===== config.mk =====
export PLATFORM = sky130hd
export DESIGN_NAME = uart_tx
export DESIGN_NICKNAME = d
export VERILOG_FILES = /design/src/rtl/uart_pkg.sv /design/src/rtl/uart_tx.sv
export SDC_FILE = /design/constraint.sdc
export NUM_CORES = 1
export LEC_CHECK = 0
export ABC_AREA = 1
export CORE_MARGIN = 2
export CORE_UTILIZATION = 50
export CTS_CLUSTER_DIAMETER = 150
export DETAILED_ROUTE_END_ITERATION = 10
export DONT_BUFFER_PORTS = 1
export PLACE_DENSITY = 0.68
export SLEW_MARGIN = 20
export SYNTH_ARGS = -nofsm -noshare
export SYNTH_HDL_FRONTEND = slang
export SYNTH_SLANG_ARGS = --single-unit

===== constraint.sdc =====
create_clock -name clk -period 1.3 [get_ports clk]
set_input_delay 0.26 -clock clk [delete_from_list [all_inputs] [get_ports clk]]
set_output_delay 0.26 -clock clk [all_outputs]
set_load 0.1 [all_outputs]

===== src/rtl/uart_pkg.sv =====
// Shared UART definitions: transmitter state encoding, bit timing and the parity helper
// used by both the transmitter and the receiver's error check.
package uart_pkg;

   typedef enum logic [2:0] {IDLE, START, DATA, PARITY, STOP} uart_tx_state_e;

   localparam int unsigned TICKS_PER_BIT = 16;

   // Data is zero-extended by the caller; extra zero bits do not change the XOR.
   function automatic logic calc_parity(input logic [63:0] data, input logic par_typ);
      return (^data) ^ par_typ;
   endfunction

endpackage


===== src/rtl/uart_tx.sv =====
// UART transmitter: start bit, DATA_BITS data bits LSB first, one parity bit, SB_TICK-tick stop,
// all timed from the shared 16x oversampling tick enable.
module uart_tx
   import uart_pkg::*;
#(
   parameter int unsigned DATA_BITS = 8,
   parameter int unsigned PAR_TYP   = 0,
   parameter int unsigned SB_TICK   = 16
) (
   input  logic                 clk,
   input  logic                 rst_n,
   input  logic                 tick,
   input  logic                 tx_valid,
   input  logic [DATA_BITS-1:0] tx_data,
   output logic                 tx_ready,
   output logic                 tx,
   output logic                 tx_busy,
   output logic                 tx_done
);

   localparam int unsigned BitW = $clog2(DATA_BITS) + 1;

   localparam logic [5:0]      BitEnd  = 6'(TICKS_PER_BIT - 1);
   localparam logic [5:0]      StopEnd = 6'(SB_TICK - 1);
   localparam logic [BitW-1:0] LastBit = BitW'(DATA_BITS - 1);

   uart_tx_state_e       state_q, state_d;
   logic [5:0]           tick_cnt_q, tick_cnt_d;
   logic [BitW-1:0]      bit_cnt_q, bit_cnt_d;
   logic [DATA_BITS-1:0] shift_q, shift_d;
   logic                 parity_q, parity_d;
   logic                 tx_q, tx_d;

   always_ff @(posedge clk or negedge rst_n) begin
      if (!rst_n) begin
         state_q    <= IDLE;
         tick_cnt_q <= '0;
         bit_cnt_q  <= '0;
         shift_q    <= '0;
         parity_q   <= 1'b0;
         tx_q       <= 1'b1;
      end else begin
         state_q    <= state_d;
         tick_cnt_q <= tick_cnt_d;
         bit_cnt_q  <= bit_cnt_d;
         shift_q    <= shift_d;
         parity_q   <= parity_d;
         tx_q       <= tx_d;
      end
   end

   always_comb begin
      state_d    = state_q;
      tick_cnt_d = tick_cnt_q;
      bit_cnt_d  = bit_cnt_q;
      shift_d    = shift_q;
      parity_d   = parity_q;
      tx_done    = 1'b0;

      unique case (state_q)
         IDLE: begin
            // A tick coinciding with the accept is deliberately not counted.
            if (tx_valid) begin
               state_d    = START;
               tick_cnt_d = '0;
               bit_cnt_d  = '0;
               shift_d    = tx_data;
               parity_d   = calc_parity(64'(tx_data), 1'(PAR_TYP));
            end
         end
         START: begin
            if (tick) begin
               if (tick_cnt_q == BitEnd) begin
                  tick_cnt_d = '0;
                  state_d    = DATA;
               end else begin
                  tick_cnt_d = tick_cnt_q + 6'd1;
               end
            end
         end
         DATA: begin
            if (tick) begin
               if (tick_cnt_q == BitEnd) begin
                  tick_cnt_d = '0;
                  shift_d    = shift_q >> 1;
                  if (bit_cnt_q == LastBit) begin
                     state_d = PARITY;
                  end else begin
                     bit_cnt_d = bit_cnt_q + BitW'(1);
                  end
               end else begin
                  tick_cnt_d = tick_cnt_q + 6'd1;
               end
            end
         end
         PARITY: begin
            if (tick) begin
               if (tick_cnt_q == BitEnd) begin
                  tick_cnt_d = '0;
                  state_d    = STOP;
               end else begin
                  tick_cnt_d = tick_cnt_q + 6'd1;
               end
            end
         end
         STOP: begin
            if (tick) begin
               if (tick_cnt_q == StopEnd) begin
                  tick_cnt_d = '0;
                  tx_done    = 1'b1;
                  state_d    = IDLE;
               end else begin
                  tick_cnt_d = tick_cnt_q + 6'd1;
               end
            end
         end
         default: begin
            state_d    = IDLE;
            tick_cnt_d = '0;
            bit_cnt_d  = '0;
         end
      endcase
   end

   // The line value is decoded from the next state so tx leaves a flop, glitch-free.
   always_comb begin
      tx_d = 1'b1;
      unique case (state_d)
         IDLE:    tx_d = 1'b1;
         START:   tx_d = 1'b0;
         DATA:    tx_d = shift_d[0];
         PARITY:  tx_d = parity_d;
         STOP:    tx_d = 1'b1;
         default: tx_d = 1'b1;
      endcase
   end

   assign tx       = tx_q;
   assign tx_ready = (state_q == IDLE);
   assign tx_busy  = !tx_ready;

endmodule


; Yosys cells after proc, flatten, opt, wreduce, memory -nomap -nowiden
; Cells that the tools add are included.
; Widths: inputs -> output; s select.
[classes]
n_addsub = 2
n_mux = 30
n_eq_ne = 14
n_bitwise = 1
reduce_logical = 9
[ops]
columns = op, count
row1 = $reduce_xor 64->1, 1
row2 = $mux 3, 10
row3 = $mux 8, 3
row4 = $mux 6, 3
row5 = $mux 4, 4
row6 = $pmux 8 s2, 1
row7 = $pmux 3 s5, 1
row8 = $eq 3x2->1 const B, 4
row9 = $pmux 4 s3, 1
row10 = $pmux 6 s2, 1
row11 = $ne 2x2->1 const B, 4
row12 = $add 6x1->6 const B, 1
row13 = $eq 3x1->1 const B, 2
row14 = $eq 6x4->1 const B, 1
row15 = $mux 1, 5
row16 = $reduce_and 5->1, 1
row17 = $add 4x1->4 const B, 1
row18 = $eq 4x3->1 const B, 1
row19 = $reduce_and 4->1, 1
row20 = $reduce_or 4->1, 1
row21 = $eq 3x3->1 const B, 1
row22 = $logic_not 3->1, 1
row23 = $pmux 1 s3, 1
row24 = $reduce_or 3->1, 1
row25 = other kinds (5), 5
[totals]
word_cells = 63
reg_bits = 23
in_bits = 12

; Longest topological paths before layout
[depth]
depth_word = 7
ltp_mapped = 11
mapped_depth_nobuf = 11

; Least setup slack after synthesis
; Ideal clock, no wire load.
[synth_timing]
path_kind = flip-flop to output port
startpoint = register state_q[2]
endpoint = output port tx_busy
slack_ns = -1.089
path_stages_with_launch = 5
arrival_time_ns = 2.129
cell_sequence = dfrtp_1 inv_1 nand2_1 nor2_2 inv_1
[synth_via]
elab_chain_cells = 2
[synth_rtl]
columns = item, line
row1 = start: declaration, uart_tx.sv:27  ; uart_tx_state_e state_q, state_d;
row2 = start signal: assignment, uart_tx.sv:43  ; state_q <= state_d;
row3 = $logic_not 3->1, uart_tx.sv:139  ; assign tx_ready = (state_q == IDLE);
row4 = named net tx_ready, uart_tx.sv:15  ; output logic tx_ready,
row5 = $logic_not 1->1, uart_tx.sv:140  ; assign tx_busy = !tx_ready;
row6 = end: declaration, uart_tx.sv:17  ; output logic tx_busy,
; The timed path passes the listed nets, and every way through them passes these cells.

; Worst setup path after layout
[layout_timing]
startpoint = register tick_cnt_q[1]
endpoint = output port tx_done
[layout_via]
elab_chain_cells = 4
[layout_rtl]
columns = item, line
row1 = start: declaration, uart_tx.sv:28  ; logic [5:0] tick_cnt_q, tick_cnt_d;
row2 = start signal: assignment, uart_tx.sv:44  ; tick_cnt_q <= tick_cnt_d;
row3 = $eq 6x4->1, uart_tx.sv:108  ; if (tick_cnt_q == StopEnd) begin
row4 = $mux 1, uart_tx.sv:108
row5 = $mux 1, uart_tx.sv:107  ; if (tick) begin
row6 = $mux 1, uart_tx.sv:60  ; unique case (state_q)
row7 = end: declaration, uart_tx.sv:18  ; output logic tx_done
; Every way passes these cells.

==> qor_table.md <==
| Step | Parameter | Reported |
|---|---|---|
| global routing | Initial antenna violation count | 0 |
| floorplan | Ports placed on the boundary | 16 |
| routing | DR vias/cell | 5.29 |
| global routing | Global-route wire length before repair | 6.62 mm |
| routing | Router iterations before antenna repair | 4 |
| setup path | Total buffers and inverters traversed by the critical path | 1 |
| clock network | H-tree levels | 1 |
| hold path | Min-delay worst type | input pin to register |
| setup path | Highest-delay cell along the critical path | sky130_fd_sc_hd__dfrtp_1 |
| synthesis | Post-Syn Area | 1470 sq um |
| power | Pint | 1.99 mW |
| clock network | Buffer depth of the longest clock path | 2 |
| power | Register share of total power | 30.7% |
| place | Routability-driven placement congestion ratio | 0.807 |
| finish | Filler cell count | 195 |
| sta | Hold WS | 0.0312 ns |
| finish | Area growth, synth to finish | 45.5% |
| setup path | Family with the most delay on the worst path | flip-flops |
| synthesis | Post-synth net total | 224 |
| place | IO buf count | 0 |
| power | Switching share of total power | 47.2% |
| routing | Antenna-violating nets left | 0 |
| setup path | Endpoint of the worst register-to-register path | tx$_DFF_PN1_ |
| finish | Most common library cell in the layout ignoring fill and taps | sky130_fd_sc_hd__nand2_1 |
| power | Part of the total power dissipated in combinational logic | 60.0% |
| floorplan | Die height | 58.2 um |
| place | Worst slack, placed | -0.237 ns |
| setup path | CP Capture Type | output pin |
| routing | DRC marker count from the first detailed-route iteration | 45 |
| power | Net Switching | 1.78 mW |
| sta | Number of max-slew violations in the final report | 0 |
| global routing | Largest net degree at the start of global routing | 24 |
| clock network | Clock tree from TritonCTS | done |
| setup path | Critical Setup Path Class | register to output pin |
| setup path | Delay of the slowest cell on the worst path | 0.40 ns |
| setup path | CP cell instances | ha_2 -> nand2_4 -> nor2_4 -> nand3_4 -> nor2_4 -> buf_12 |
| global routing | Total GRT Usage | 25.8% |
| outcome | Status | finished with violations |
| floorplan | Area of the placeable core | 2780 sq um |
| setup path | CP startpoint kind | register |
| sta | Final critical-path setup slack | -0.474 ns |
| global routing | Vias in the first global route | 1,532 |
| routing | Average wire length per cell after detail routing | 13.9 um |
| setup path | Data required time at the worst endpoint | 1.04 ns |
| setup path | Arrival time of data at the critical path endpoint | 1.51 ns |
| routing | WL final | 3.93 mm |
| floorplan | Die outline width | 58.2 um |
| global routing | Total gr overflow | 0 |
| outcome | Failing checks | setup timing |
| synthesis | Share of the synthesized area in the top cell type | 37.4% |
| setup path | RR Startpoint | tick_cnt_q[1]$_DFFE_PN0P_ |
| place | Detail Placement HPWL | 2.71 mm |
| hold path | End of the worst hold path | shift_q[2]$_DFFE_PN0P_ |
| routing | DRC violation count after routing | 0 |
| setup path | Most common cell on crit path | sky130_fd_sc_hd__nor2_4 |
| clock network | Clock Sinks | 23 |
| synthesis | Mean instance size in the synthesized netlist | 7.01 sq um |
| sta | Final-layout setup total negative slack | -6.34 ns |
| synthesis | Synth Instances | 210 |
| sta | Unrepaired setup endpoints after global routing | yes |
| synthesis | Number of distinct library cell variants in the gate-level netlist after synthesis | 25 |
| synthesis | Cell type with the largest total area after synthesis | sky130_fd_sc_hd__dfrtp_1 |
| finish | Final layout net count | 266 |
| setup path | CP Max Fanout | 2 |
| routing | Count of vias placed by the detailed router | 1,493 |
| power | Reported leakage power | 1.11 nW |
| power | Part of the total power dissipated in the clock network | 9.3% |
| sta | Max_slew headroom | 64.1% |
| finish | Diode insertion count for antenna repair | 0 |
| sta | Skew final | 0.0123 ns |
| sta | Peak clock frequency supported by timing | 564 MHz |
| hold path | Number of stages on the worst hold path | 2 |
| sta | Crit share post-route | 136% |
| clock network | Inserted Clock Buffers | 3 |
| synthesis | Most used flip-flop cell after synthesis | sky130_fd_sc_hd__dfrtp_1 |
| synthesis | Syn. warnings | 0 |
| setup path | Reg2reg setup slack | -0.40 ns |
| clock network | Clk_lat worst skew | 0.32 ns |
| floorplan | Overall die area | 3390 sq um |
| clock network | Post-CTS clock slew at the launch and capture registers of the worst setup and hold paths | 0.14 ns |
| synthesis | Cell types occupying the most area after synthesis | sky130_fd_sc_hd__dfrtp_1 37%, sky130_fd_sc_hd__nand2_1 18%, sky130_fd_sc_hd__inv_1 7.7%, sky130_fd_sc_hd__nor2_1 5.4%, sky130_fd_sc_hd__a32oi_1 3.6% |
| floorplan | Number of placement rows | 19 |
| hold path | Worst min-delay path startpoint | tx_data[2] |
| synthesis | Proportion of synthesized chip area in sequential cells | 39.2% |
| run | Number of violations of the max-capacitance limit | 0 |
| finish | Share of post-route cells with drive strength above 1 | 43.8% |
| sta | Final period demand of the worst path | 1.77 ns |
| finish | Most frequent cells in the layout | 60 x sky130_fd_sc_hd__nand2_1, 27 x sky130_fd_sc_hd__buf_4, 24 x sky130_fd_sc_hd__inv_1, 20 x sky130_fd_sc_hd__dfrtp_1, 14 x sky130_fd_sc_hd__nor2_1 |
| floorplan | Effective utilization at floorplan | 52.9% |
| sta | Slew @ Worst Pin | 0.538 ns |
| place | Area after DPL | 1750 sq um |
| finish | Post-layout instance area | 2140 sq um |
| sta | Endpoints failing setup | 27 |
| power | Worst vdd ir | 0.00156 V |
| power | P per Cell Area | 1760 nW/um^2 |
| finish | Final cell utilization of the core | 77.0% |
| sta | Final Hold Violating Endpoints | 0 |
| clock network | Clock Tree Root | sky130_fd_sc_hd__clkbuf_4 |
| synthesis | EDFF count, synth | 0 |
| synthesis | Fraction of registers with async set/reset | 100% |
| setup path | R2R cell count | 12 |
| synthesis | FF+latch count, synth | 23 |
kinds of logic (layout without fill, tap and decap cells):
group / count (synthesis) / in the layout / synth area share, %
AND/OR/NAND/NOR: 118 / 118 / 34.4
buffers and inverters: 39 / 80 / 10.4
AO/OA/AOI/OAI: 24 / 24 / 11.9
flip-flops: 23 / 23 / 39.2
XOR/XNOR: 4 / 4 / 2.38
adder cells (fa/ha/maj): 2 / 2 / 1.70
worst max-delay path by stage:
stage                              start                     end  slack (ns)  cells past startpoint
6_report       tick_cnt_q[1]$_DFFE_PN0P_                 tx_done       -0.47                      6
5_1_grt        tick_cnt_q[1]$_DFFE_PN0P_                 tx_done       -0.57                      6
4_1_cts        tick_cnt_q[1]$_DFFE_PN0P_                 tx_done       -0.49                      6
3_5_place_dp   tick_cnt_q[0]$_DFFE_PN0P_  shift_q[6]$_DFFE_PN0P_       -0.24                      8
3_3_place_gp   tick_cnt_q[0]$_DFFE_PN0P_            tx$_DFF_PN1_       -0.15                     10
2_1_floorplan       state_q[2]$_DFF_PN0_                 tx_busy       -0.60                      4
per-stage QoR:
stage                     power [mW]  cells
after floorplan                 2.30    210
final                           3.77    282
after detailed placement        2.77    264
after CTS                       3.45    278
after global placement          2.68    264
after global routing            4.05    282
layer usage:
layer,share of wire [%],track usage [%]
met1,43,30.9
met2,51,45.0
met3,3.9,5.13
met4,1.9,10.6
met5,0,0
sequential cells by signal, indices dropped and copies added, names as in the netlist:
signal / count
bit_cnt_q: 4
parity_q: 1
shift_q: 8
state_q: 3
tick_cnt_q: 6
tx: 1
area by class of cell:
cell class	count	area, sq um	area share, %
Clock buffer	3	22.5	1.05
Tap cell	31	38.8	1.81
Timing Repair Buffer	38	363	16.9
Clock inverter	1	7.51	0.351
Sequential cell	23	579	27.1
Inverter	38	168	7.83
Multi-Input combinational cell	148	962	44.9
synthesized netlist by cell type (3+ instances only):
cell / instances
sky130_fd_sc_hd__o21ai_2: 3
sky130_fd_sc_hd__nand2_2: 7
sky130_fd_sc_hd__nand2_1: 71
sky130_fd_sc_hd__o21ai_0: 3
sky130_fd_sc_hd__nor2_2: 4
sky130_fd_sc_hd__nor2_1: 21
sky130_fd_sc_hd__o21ai_1: 5
sky130_fd_sc_hd__a21oi_2: 3
sky130_fd_sc_hd__inv_1: 30
sky130_fd_sc_hd__nand3_1: 10
sky130_fd_sc_hd__xor2_1: 4
sky130_fd_sc_hd__inv_2: 7
sky130_fd_sc_hd__a32oi_1: 6
sky130_fd_sc_hd__dfrtp_1: 22
timing repair:
| item | CTS | global route |
|---|---|---|
| buffers inserted | 9 | 6 |
| setup endpoints to repair | 27 | 27 |
| resized for setup | 34 | 37 |
| hold buffers | 1 | 1 |
| hold endpoints to repair | 23 | 22 |
| pin swaps | 9 | 19 |
power groups by stage:
stage,sequential [mW],combinational [mW],clock [mW]
global placement,1.10,1.58,0
finish,1.16,2.26,0.352
detailed placement,1.12,1.65,0
CTS,1.12,1.96,0.369
floorplan,1.16,1.14,0
global route,1.17,2.46,0.411
Power figures use the tool's default switching activity.
